[config.mk]
export PLATFORM = sky130hd
export DESIGN_NAME = gemm_csr_cmdq_flat
export DESIGN_NICKNAME = d
export VERILOG_FILES = /design/src/rtl/gemm_csr_cmdq_pkg.sv /design/src/rtl/gemm_csr_cmdq_if.sv /design/src/rtl/gemm_csr_cmdq_fifo.sv /design/src/rtl/gemm_csr_cmdq.sv /design/src/flat_wrapper.sv
export SDC_FILE = /design/constraint.sdc
export NUM_CORES = 1
export LEC_CHECK = 0
export CORE_MARGIN = 3
export CORE_UTILIZATION = 53
export CTS_CLUSTER_SIZE = 14
export DETAILED_ROUTE_END_ITERATION = 8
export GPL_ROUTABILITY_DRIVEN = 0
export PLACE_DENSITY = 0.76
export SLEW_MARGIN = 10
export SYNTH_ARGS = -nofsm -noshare
export SYNTH_HDL_FRONTEND = slang
export SYNTH_HIERARCHICAL = 1
export SYNTH_SLANG_ARGS = --single-unit
[constraint.sdc]
create_clock -name clk -period 11.7 [get_ports clk]
set_clock_uncertainty 0.1 [all_clocks]
set_input_delay 1.17 -clock clk [delete_from_list [all_inputs] [get_ports clk]]
set_output_delay 1.17 -clock clk [all_outputs]
set_load 0.05 [all_outputs]
[src/rtl/gemm_csr_cmdq_pkg.sv]
// Shared types and register map for the GEMM command-queue CSR block.
// The STATUS register at 0x1C exists only when GEMM_CMDQ_STATUS_EN is defined.
package gemm_csr_cmdq_pkg;

  localparam int GEMM_ADDR_W = 32;
  localparam int GEMM_SIZE_W = 5;

  // Byte offsets inside the 32-byte register window.
  localparam logic [4:0] GEMM_OFF_A        = 5'h00;
  localparam logic [4:0] GEMM_OFF_B        = 5'h04;
  localparam logic [4:0] GEMM_OFF_C        = 5'h08;
  localparam logic [4:0] GEMM_OFF_A_STRIDE = 5'h0C;
  localparam logic [4:0] GEMM_OFF_B_STRIDE = 5'h10;
  localparam logic [4:0] GEMM_OFF_CTRL     = 5'h14;
  localparam logic [4:0] GEMM_OFF_DIM      = 5'h18;
  localparam logic [4:0] GEMM_OFF_STAT     = 5'h1C;

  typedef struct packed {
    logic [GEMM_ADDR_W-1:0] a_addr;
    logic [GEMM_ADDR_W-1:0] b_addr;
    logic [GEMM_ADDR_W-1:0] c_addr;
    logic [GEMM_ADDR_W-1:0] a_stride;
    logic [GEMM_ADDR_W-1:0] b_stride;
    logic                   first;
    logic                   last;
    logic [GEMM_SIZE_W-1:0] m_size;
    logic [GEMM_SIZE_W-1:0] k_size;
    logic [GEMM_SIZE_W-1:0] n_size;
  } gemm_cmd_t;

endpackage

[src/rtl/gemm_csr_cmdq_if.sv]
// System-bus register port: the host drives the strobe/address/data, the
// responder returns combinational read data.
interface gemm_csr_cmdq_if;
  logic        en;
  logic        rdwr;
  logic [31:0] addr;
  logic [31:0] wr_data;
  logic [31:0] rd_data;

  modport master (output en, rdwr, addr, wr_data, input  rd_data);
  modport slave  (input  en, rdwr, addr, wr_data, output rd_data);
endinterface

[src/rtl/gemm_csr_cmdq_fifo.sv]
// Synchronous show-ahead FIFO for tile commands; a push into a full queue is
// accepted only when a pop frees the head slot in the same cycle.
module gemm_cmd_fifo
  import gemm_csr_cmdq_pkg::*;
#(
  parameter int  DEPTH = 4,
  parameter type T     = gemm_cmd_t
) (
  input  logic                   clk,
  input  logic                   rst,
  input  logic                   push,
  input  logic                   pop,
  input  T                       wr_data,
  output T                       head,
  output logic                   full,
  output logic                   empty,
  output logic [$clog2(DEPTH):0] count,
  output logic                   push_ok
);

  localparam int PTR_W = $clog2(DEPTH);

  T                 mem [DEPTH];
  logic [PTR_W-1:0] wr_ptr;
  logic [PTR_W-1:0] rd_ptr;
  logic             pop_ok;

  assign full    = (count == (PTR_W+1)'(DEPTH));
  assign empty   = (count == '0);
  assign pop_ok  = pop & ~empty;
  assign push_ok = push & (~full | pop_ok);
  assign head    = mem[rd_ptr];

  always_ff @(posedge clk) begin
    if (rst) begin
      // NOTE: storage is cleared on reset so the head reads as zero out of reset;
      // this costs a reset net per bit, which is fine at this depth.
      for (int i = 0; i < DEPTH; i++) mem[i] <= '0;
      wr_ptr <= '0;
      rd_ptr <= '0;
      count  <= '0;
    end else begin
      if (push_ok) begin
        mem[wr_ptr] <= wr_data;
        wr_ptr      <= wr_ptr + 1'b1;
      end
      if (pop_ok) rd_ptr <= rd_ptr + 1'b1;
      case ({push_ok, pop_ok})
        2'b10:   count <= count + 1'b1;
        2'b01:   count <= count - 1'b1;
        default: count <= count;
      endcase
    end
  end

endmodule

[src/rtl/gemm_csr_cmdq.sv]
// Bus-responder CSR block feeding tile commands to the GEMM engine.
// Optional STATUS register at 0x1C is built when GEMM_CMDQ_STATUS_EN is defined.
module gemm_csr_cmdq
  import gemm_csr_cmdq_pkg::*;
#(
  parameter logic [31:0] BASE_ADDR = 32'h9000_0000,
  parameter int          DEPTH     = 4,
  parameter int          ADDR_W    = GEMM_ADDR_W
) (
  input  logic            clk,
  input  logic            rst,
  gemm_csr_cmdq_if.slave  system_bus,
  output logic            cmd_valid,
  input  logic            cmd_ready,
  output gemm_cmd_t       cmd,
  input  logic            tile_done
);

  localparam int OUT_W = $clog2(DEPTH) + 2;

  logic              hit;
  logic              wr_hit;
  logic              rd_hit;
  logic [4:0]        off;
  logic [ADDR_W-1:0] a_addr, b_addr, c_addr, a_stride, b_stride;
  logic              ctrl_first, ctrl_last;
  logic              push, push_ok, pop;
  logic              q_full, q_empty;
  logic [$clog2(DEPTH):0] q_count;
  logic [OUT_W-1:0]  outstanding;
  logic              done_ok;
  logic              done;
  gemm_cmd_t         push_entry;

  assign hit    = system_bus.en & (system_bus.addr[31:5] == BASE_ADDR[31:5])
                & (system_bus.addr[1:0] == 2'b00);
  assign off    = system_bus.addr[4:0];
  assign wr_hit = hit & system_bus.rdwr;
  assign rd_hit = hit & ~system_bus.rdwr;

  assign push      = wr_hit & (off == GEMM_OFF_DIM);
  assign cmd_valid = ~q_empty;
  assign pop       = cmd_valid & cmd_ready;
  assign done_ok   = tile_done & (outstanding != '0);
  assign done      = (q_count == '0) & (outstanding == '0);

  // Staging registers persist across pushes so a host can resend only what changes.
  always_ff @(posedge clk) begin
    if (rst) begin
      a_addr     <= '0;
      b_addr     <= '0;
      c_addr     <= '0;
      a_stride   <= '0;
      b_stride   <= '0;
      ctrl_first <= 1'b0;
      ctrl_last  <= 1'b0;
    end else if (wr_hit) begin
      // NOTE: every flop in a clocked block takes <= so all reads see pre-edge values.
      case (off)
        GEMM_OFF_A:        a_addr   <= system_bus.wr_data[ADDR_W-1:0];
        GEMM_OFF_B:        b_addr   <= system_bus.wr_data[ADDR_W-1:0];
        GEMM_OFF_C:        c_addr   <= system_bus.wr_data[ADDR_W-1:0];
        GEMM_OFF_A_STRIDE: a_stride <= system_bus.wr_data[ADDR_W-1:0];
        GEMM_OFF_B_STRIDE: b_stride <= system_bus.wr_data[ADDR_W-1:0];
        GEMM_OFF_CTRL: begin
          ctrl_first <= system_bus.wr_data[1];
          ctrl_last  <= system_bus.wr_data[0];
        end
        default: ;
      endcase
    end
  end

  always_comb begin
    push_entry.a_addr   = a_addr;
    push_entry.b_addr   = b_addr;
    push_entry.c_addr   = c_addr;
    push_entry.a_stride = a_stride;
    push_entry.b_stride = b_stride;
    push_entry.first    = ctrl_first;
    push_entry.last     = ctrl_last;
    push_entry.n_size   = system_bus.wr_data[14:10];
    push_entry.k_size   = system_bus.wr_data[9:5];
    push_entry.m_size   = system_bus.wr_data[4:0];
  end

  gemm_cmd_fifo #(.DEPTH(DEPTH), .T(gemm_cmd_t)) u_fifo (
    .clk     (clk),
    .rst     (rst),
    .push    (push),
    .pop     (pop),
    .wr_data (push_entry),
    .head    (cmd),
    .full    (q_full),
    .empty   (q_empty),
    .count   (q_count),
    .push_ok (push_ok)
  );

  // Commands issued but not yet retired; a retire with nothing in flight is ignored.
  always_ff @(posedge clk) begin
    if (rst) begin
      outstanding <= '0;
    end else begin
      case ({pop, done_ok})
        2'b10:   outstanding <= outstanding + 1'b1;
        2'b01:   outstanding <= outstanding - 1'b1;
        default: outstanding <= outstanding;
      endcase
    end
  end

`ifdef GEMM_CMDQ_STATUS_EN
  logic       overflow, spurious_done;
  logic [7:0] push_cnt;
  logic       stat_wr;

  assign stat_wr = wr_hit & (off == GEMM_OFF_STAT);

  // Set terms are ORed after the W1C mask so a same-cycle set wins.
  always_ff @(posedge clk) begin
    if (rst) begin
      overflow      <= 1'b0;
      spurious_done <= 1'b0;
      push_cnt      <= '0;
    end else begin
      overflow      <= (push & ~push_ok)
                     | (overflow & ~(stat_wr & system_bus.wr_data[0]));
      spurious_done <= (tile_done & (outstanding == '0))
                     | (spurious_done & ~(stat_wr & system_bus.wr_data[1]));
      if (push_ok) push_cnt <= push_cnt + 1'b1;
    end
  end
`endif

  always_comb begin
    // NOTE: default first so every path assigns rd_data and no latch is inferred.
    system_bus.rd_data = '0;
    if (rd_hit) begin
      case (off)
        GEMM_OFF_A:   system_bus.rd_data = {31'b0, q_full};
        GEMM_OFF_DIM: system_bus.rd_data = {31'b0, done};
`ifdef GEMM_CMDQ_STATUS_EN
        GEMM_OFF_STAT: system_bus.rd_data = {push_cnt, 8'b0, 8'(q_count),
                                             6'b0, spurious_done, overflow};
`endif
        default:      system_bus.rd_data = '0;
      endcase
    end
  end

endmodule

[src/flat_wrapper.sv]
// flat-port wrapper written by rule: the top's interface ports become plain ports
module gemm_csr_cmdq_flat import gemm_csr_cmdq_pkg::*;
#(
  parameter logic [31:0] BASE_ADDR = 32'h9000_0000,
  parameter int          DEPTH     = 4,
  parameter int          ADDR_W    = GEMM_ADDR_W
)
  (clk, rst, cmd_valid, cmd_ready, cmd, tile_done, system_bus_en, system_bus_rdwr, system_bus_addr, system_bus_wr_data, system_bus_rd_data);
  gemm_csr_cmdq_if system_bus_i ();
  input  logic clk;
  input  logic rst;
  output logic cmd_valid;
  input  logic cmd_ready;
  output gemm_cmd_t cmd;
  input  logic tile_done;
  input wire logic [$bits(system_bus_i.en)-1:0] system_bus_en;
  input wire logic [$bits(system_bus_i.rdwr)-1:0] system_bus_rdwr;
  input wire logic [$bits(system_bus_i.addr)-1:0] system_bus_addr;
  input wire logic [$bits(system_bus_i.wr_data)-1:0] system_bus_wr_data;
  output wire logic [$bits(system_bus_i.rd_data)-1:0] system_bus_rd_data;
  assign system_bus_i.en = system_bus_en;
  assign system_bus_i.rdwr = system_bus_rdwr;
  assign system_bus_i.addr = system_bus_addr;
  assign system_bus_i.wr_data = system_bus_wr_data;
  assign system_bus_rd_data = system_bus_i.rd_data;
  gemm_csr_cmdq #(.BASE_ADDR(BASE_ADDR), .DEPTH(DEPTH), .ADDR_W(ADDR_W)) u_core (.clk(clk), .rst(rst), .system_bus(system_bus_i), .cmd_valid(cmd_valid), .cmd_ready(cmd_ready), .cmd(cmd), .tile_done(tile_done));
endmodule
# ---- Word-level counts from Yosys, hierarchy flattened
# Memories as Yosys holds them, arrays and structs flattened. A register that Yosys moved wholly into a read port is not among the register bits.
# Index checks and enable logic that the tools add are counted.
dict set report totals {
  mem_count 1
  regBits 173
  word_cells 72
  ram_bits 708
  in_bits 70
  output_inout_bits 210
}
# name words width rd rd_ports_with_merged_regs write_ports line
set mem_list {}
lappend mem_list {u_core.u_fifo.mem 4 177 1 1 4 gemm_csr_cmdq_fifo.sv:23} ;# T mem [DEPTH];
dict set report op_classes {
  addsub 6
  bitwise_logic 14
  reduce_logical 14
  eq_ne 12
  muxes 14
}
# operator n
set op_table {}
lappend op_table {{2-to-1 mux 177 bit} 1}
lappend op_table {{OR reduction 177 bit} 1}
lappend op_table {{2-to-1 mux 32 bit} 1}
lappend op_table {{== test 27 bit, second input constant} 1}
lappend op_table {{== test 5 bit, second input constant} 3}
lappend op_table {{AND reduction 2 bit} 6}
lappend op_table {{AND 1 bit} 10}
lappend op_table {{== test 5 x 4 -> 1 bit, second input constant} 2}
lappend op_table {{case mux 4 bit (2 select lines)} 1}
lappend op_table {{2-to-1 mux 1 bit} 6}
lappend op_table {{2-to-1 mux 2 bit} 3}
lappend op_table {{case mux 3 bit (2 select lines)} 1}
lappend op_table {{== test 5 x 3 -> 1 bit, second input constant} 1}
lappend op_table {{zero test 5 bit} 1}
lappend op_table {{adder 2 x 1 -> 2 bit, second input constant} 2}
lappend op_table {{adder 4 x 1 -> 4 bit, second input constant} 1}
lappend op_table {{== test 2 x 1 -> 1 bit, second input constant} 2}
lappend op_table {{== test 2 bit, second input constant} 2}
lappend op_table {{zero test 4 bit} 1}
lappend op_table {{nonzero test 2 bit} 2}
lappend op_table {{nonzero test 4 bit} 1}
lappend op_table {{subtractor 4 x 1 -> 4 bit, second input constant} 1}
lappend op_table {{adder 3 x 1 -> 3 bit, second input constant} 1}
lappend op_table {{== test 3 bit, second input constant} 1}
lappend op_table {{other kinds (6)} 8}

# ---- Logic depth before layout (Yosys ltp)
dict set report depth {
  ltp_word 11
  depth_mapped 12
  ltp_nobuf 10
}

# ---- Modules after synthesis
# The synthesis kept the hierarchy.
# mod cells_per_inst seq_area_each_um2 area_per_inst_um2 instances
set modules_own_cells {}
lappend modules_own_cells {gemm_cmd_fifo 1780 21440.6 31067.3 1}
lappend modules_own_cells {gemm_csr_cmdq 657 3323.2 7108.1 1}

# ---- Worst setup path after synthesis
# No wires, ideal clock.
dict set report synth_timing {
  path_type {input to register}
  start {input port system_bus_addr[10]}
  end {memory u_core/u_fifo/mem[1][0] in the netlist's numbering (enable)}
  setup_time_ns 0.751
  path_slack_ns -0.227
  arrival_time_ns 11.076
  path_buffers 1
  required_ns 10.849
  cell_stages 6
  path_cell_list {or4_1 > nor4_4 > and4_1 > clkbuf_1 > nand3_1 > o21bai_1}
}
# element line
set synth_lines {}
lappend synth_lines {{start: declaration} flat_wrapper.sv:18} ;# input wire logic [$bits(system_bus_i.addr)-1:0] system_bus_addr;
lappend synth_lines {{end: declaration} gemm_csr_cmdq_fifo.sv:23}

==> impl_metrics.env <==
export IMPL_drv_slew=0
export IMPL_drt_antenna_violating_nets=0
export IMPL_crit_chain="clkdlybuf4s50_1 > or4_1 > nor4_4 > and4_1 > inv_1 > nor4b_4 > buf_4 > or2_4 > buf_4 > buf_4"
export IMPL_layout_cells_non_filler=3652
export IMPL_clock_power_share_pct=41.8
export IMPL_num_rows=97
export IMPL_clk_latency_ps=620
export IMPL_cts_sinks=883
export IMPL_synth_edf_count=708
export IMPL_layout_nets=2714
export IMPL_io_pins=280
export IMPL_synth_cell_types=50
export IMPL_crit_top_cell="buf_4"
export IMPL_cts_buffer_depth=3
export IMPL_fillers=5106
export IMPL_fin_area_um2=44100
export IMPL_place_ws_ps=4670
export IMPL_ys_flop_type="edfxtp_1"
export IMPL_antenna_found_initial=1
export IMPL_cp_start_kind="input pin"
export IMPL_crit_path_end_kind="flop"
export IMPL_post_cts_setup_buffers=0
export IMPL_grt_pass1_wl_mm=133
export IMPL_synth_seq_cells=883
export IMPL_placed_cells=3489
export IMPL_status="complete, no violations"
export IMPL_p_sw_share_pct=21.5
export IMPL_rsz0062_at_grt="false"
export IMPL_cts_buffers=88
export IMPL_crit_buf_inv=5
export IMPL_hpwl_mm=48.8
export IMPL_period_needed_ps=6420
export IMPL_crit_family="buffers and inverters"
export IMPL_crit_type="in2reg"
export IMPL_fin_crit_sh_pct=54.8
export IMPL_wl_mm=88.4
export IMPL_placed_area_um2=41200
export IMPL_seqPwrFrac_pct=52.3
export IMPL_first_iter_violations=1708
export IMPL_intPower_mw=5.31
export IMPL_setup_slack_ps=5280
export IMPL_hold_buffers=0
export IMPL_die_w_um=274
export IMPL_crit_path_max_incr_delay_ps=790
export IMPL_area_growth_pct=15.5
export IMPL_cts_resized=0
export IMPL_root_buffer="clkbuf_16"
export IMPL_max_slew_margin_pct=20.4
export IMPL_ir_drop_mv=0.0929
export IMPL_vias=20500
export IMPL_gr_total_overflow=0
export IMPL_synth_seq_area_share_pct=64.9
export IMPL_p_leak_nw=16.0
export IMPL_syn_avg_cell_area_um2=15.7
export IMPL_use_met1_pct=31.1
export IMPL_slowest_stage="buf_4"
export IMPL_grt_max_degree=105
export IMPL_critPathRequiredTime_ps=11860
export IMPL_pwr_share_comb_pct=6.0
export IMPL_path_clk_slew_ps=60
export IMPL_arrival_ps=6570
export IMPL_initial_utilization_pct=54.0
export IMPL_worstMarginPinSlew_ps=1190
export IMPL_async_flop_share_pct=0
export IMPL_drtPass1Iterations=5
export IMPL_hold_path_class="reg2reg"
export IMPL_grt_pass1_vias=22100
export IMPL_report_final_hold_viol_count=0
export IMPL_power_total_mw=6.76
export IMPL_busiest_layer="met2"
export IMPL_cts_max_level=3
export IMPL_port_buffers=248
export IMPL_worst_path_max_fanout=85
export IMPL_grt_use_met3_pct=4.68
export IMPL_finalSetupTns_ps=0
export IMPL_coreArea_um2=70600
export IMPL_drt_vias_per_instance=5.62
export IMPL_p_per_area_nw_per_um2=153
export IMPL_insertedDiodeCount=0
export IMPL_ys_warn_count=6
export IMPL_drt_wirelength_per_cell_um=24.2
export IMPL_syn_area_um2=38200
export IMPL_clock_fmax_mhz=156
export IMPL_power_switching_mw=1.45
export IMPL_grt_use_met2_pct=40.6
export IMPL_tritoncts="yes"
export IMPL_synth_cells=2437
export IMPL_die_h_um=274
export IMPL_dieArea_um2=75300
export IMPL_final_setup_viol_count=0
export IMPL_drc=0
export IMPL_drive_gt1_share_pct=16.1
export IMPL_grt_util_all_layers_pct=23.7
export IMPL_maxCapViolations=0
[layout by cell type, fill, tap and decap left out, types with 3 or more instances in the layout]
master	n
a21oi_1	5
and2_1	632
and2_4	78
and4_1	3
buf_4	28
bufinv_16	7
clkbuf_1	23
clkbuf_16	93
clkbuf_8	11
clkdlybuf4s50_1	247
clkinv_1	9
clkinv_2	14
clkinvlp_4	3
conb_1	31
dfxtp_1	173
edfxtp_1	708
ha_1	3
inv_1	7
mux2i_1	163
mux4_2	177
nand2_1	3
nand2b_1	197
nand3_1	6
nand3_4	3
nand4_1	4
nor2_1	14
nor2b_1	5
nor4_1	6
nor4b_1	3
nor4bb_1	3
o21ai_0	4
xor2_1	7
[area by class of cell]
cell class                      instances  area, um^2  share of cell area (%)
Clock buffer                          127        2560                    5.82
Clock inverter                         35         354                   0.803
Inverter                                7        26.3                  0.0596
Multi-Input combinational cell       1382       12500                    28.3
Sequential cell                       883       24800                    56.2
Tap cell                              940        1180                    2.67
Timing Repair Buffer                  278        2730                    6.18
[power by group through the flow]
| stage | sequential (mW) | clock (mW) | combinational (mW) |
|---|---|---|---|
| 2_1_floorplan | 3.60 | 0 | 0.250 |
| 3_3_place_gp | 3.59 | 0 | 0.407 |
| 3_5_place_dp | 3.60 | 0 | 0.406 |
| 4_1_cts | 3.53 | 2.87 | 0.407 |
| 5_1_grt | 3.54 | 3.00 | 0.418 |
| 6_report | 3.53 | 2.82 | 0.402 |
[worst reg2reg max path, cell delays in order (launching register included)]
cell and delay [ps]:
dfxtp_1 570, nor3_1 100, inv_1 90, nand2_1 100
inv_1 300, nor4b_4 130, nor4b_4 230, buf_4 790
or2_4 560, buf_4 770, buf_4 670
[synth_stat cells (all sizes together), types with 3 or more instances]
master  count  area [um^2]
nand4       4         25.0
mux2i     163         1630
nor3        3         15.0
nor4b       6         88.8
buf        87          666
xor2        7         61.3
nand3       9         82.6
nor4        8         80.1
inv         7         26.3
dfxtp     175         3500
ha          3         37.5
edfxtp    708        21300
nor2b       5         31.3
clkbuf    108          405
nand2       3         11.3
or4         4         37.5
and2      710         4640
mux4      177         3990
and4        4         37.5
nor2       14         52.6
a21oi       5         25.0
nor4bb      3         30.0
o21ai       4         20.0
nand2b    197         1230
[logic make-up after synthesis]
logic type	synth area share, %
adder cells (fa/ha/maj)	0.151
other	0.00982
XOR/XNOR	0.161
multiplexers	14.7
flip-flops	64.9
AO/OA/AOI/OAI	0.410
AND/OR/NAND/NOR	16.8
buffers and inverters	2.87
[layer usage]
layer,part of all wire (%),vias up,wire [um]
met2,50,699,44600
met5,0,-,0
met4,2.1,0,1840
met3,6.7,100,5900
li1,-,9137,-
met1,41,10600,36000
[registers in the layout, indices dropped and copies added, names as in the netlist, named ones only]
| name | cells |
|---|---|
| u_core/u_fifo/rd_ptr | 2 |
| u_core/ctrl_last | 1 |
| u_core/b_stride | 32 |
| u_core/b_addr | 32 |
| u_core/a_addr | 32 |
| u_core/u_fifo/wr_ptr | 2 |
| u_core/ctrl_first | 1 |
| u_core/outstanding | 4 |
| u_core/u_fifo/count | 3 |
| u_core/c_addr | 32 |
| u_core/u_fifo/mem | 708 |
| u_core/a_stride | 32 |
[worst paths after layout]
| path | start | endpoint | slack [ps] | cells after the start |
|---|---|---|---|---|
| worst max-delay path | system_bus_addr[10] | u_core/u_fifo/mem[0][67] | 5280 | 10 |
| worst min-delay path | u_core/b_addr[20] | u_core/b_addr[20] | 400 | 2 |
| worst max register to register | u_core/u_fifo/count[0] | u_core/u_fifo/mem[0][67] | 6920 | 10 |
| worst min register to register | u_core/b_addr[20] | u_core/b_addr[20] | 400 | 2 |
[metrics by stage]
stage	hold slack, ps	util [%]
2_1_floorplan	357	-
3_3_place_gp	370	58.3
3_5_place_dp	394	58.3
4_1_cts	406	62.4
5_1_grt	431	62.4
6_report	402	62.4
No activity file was read; power rests on OpenSTA's default activity.
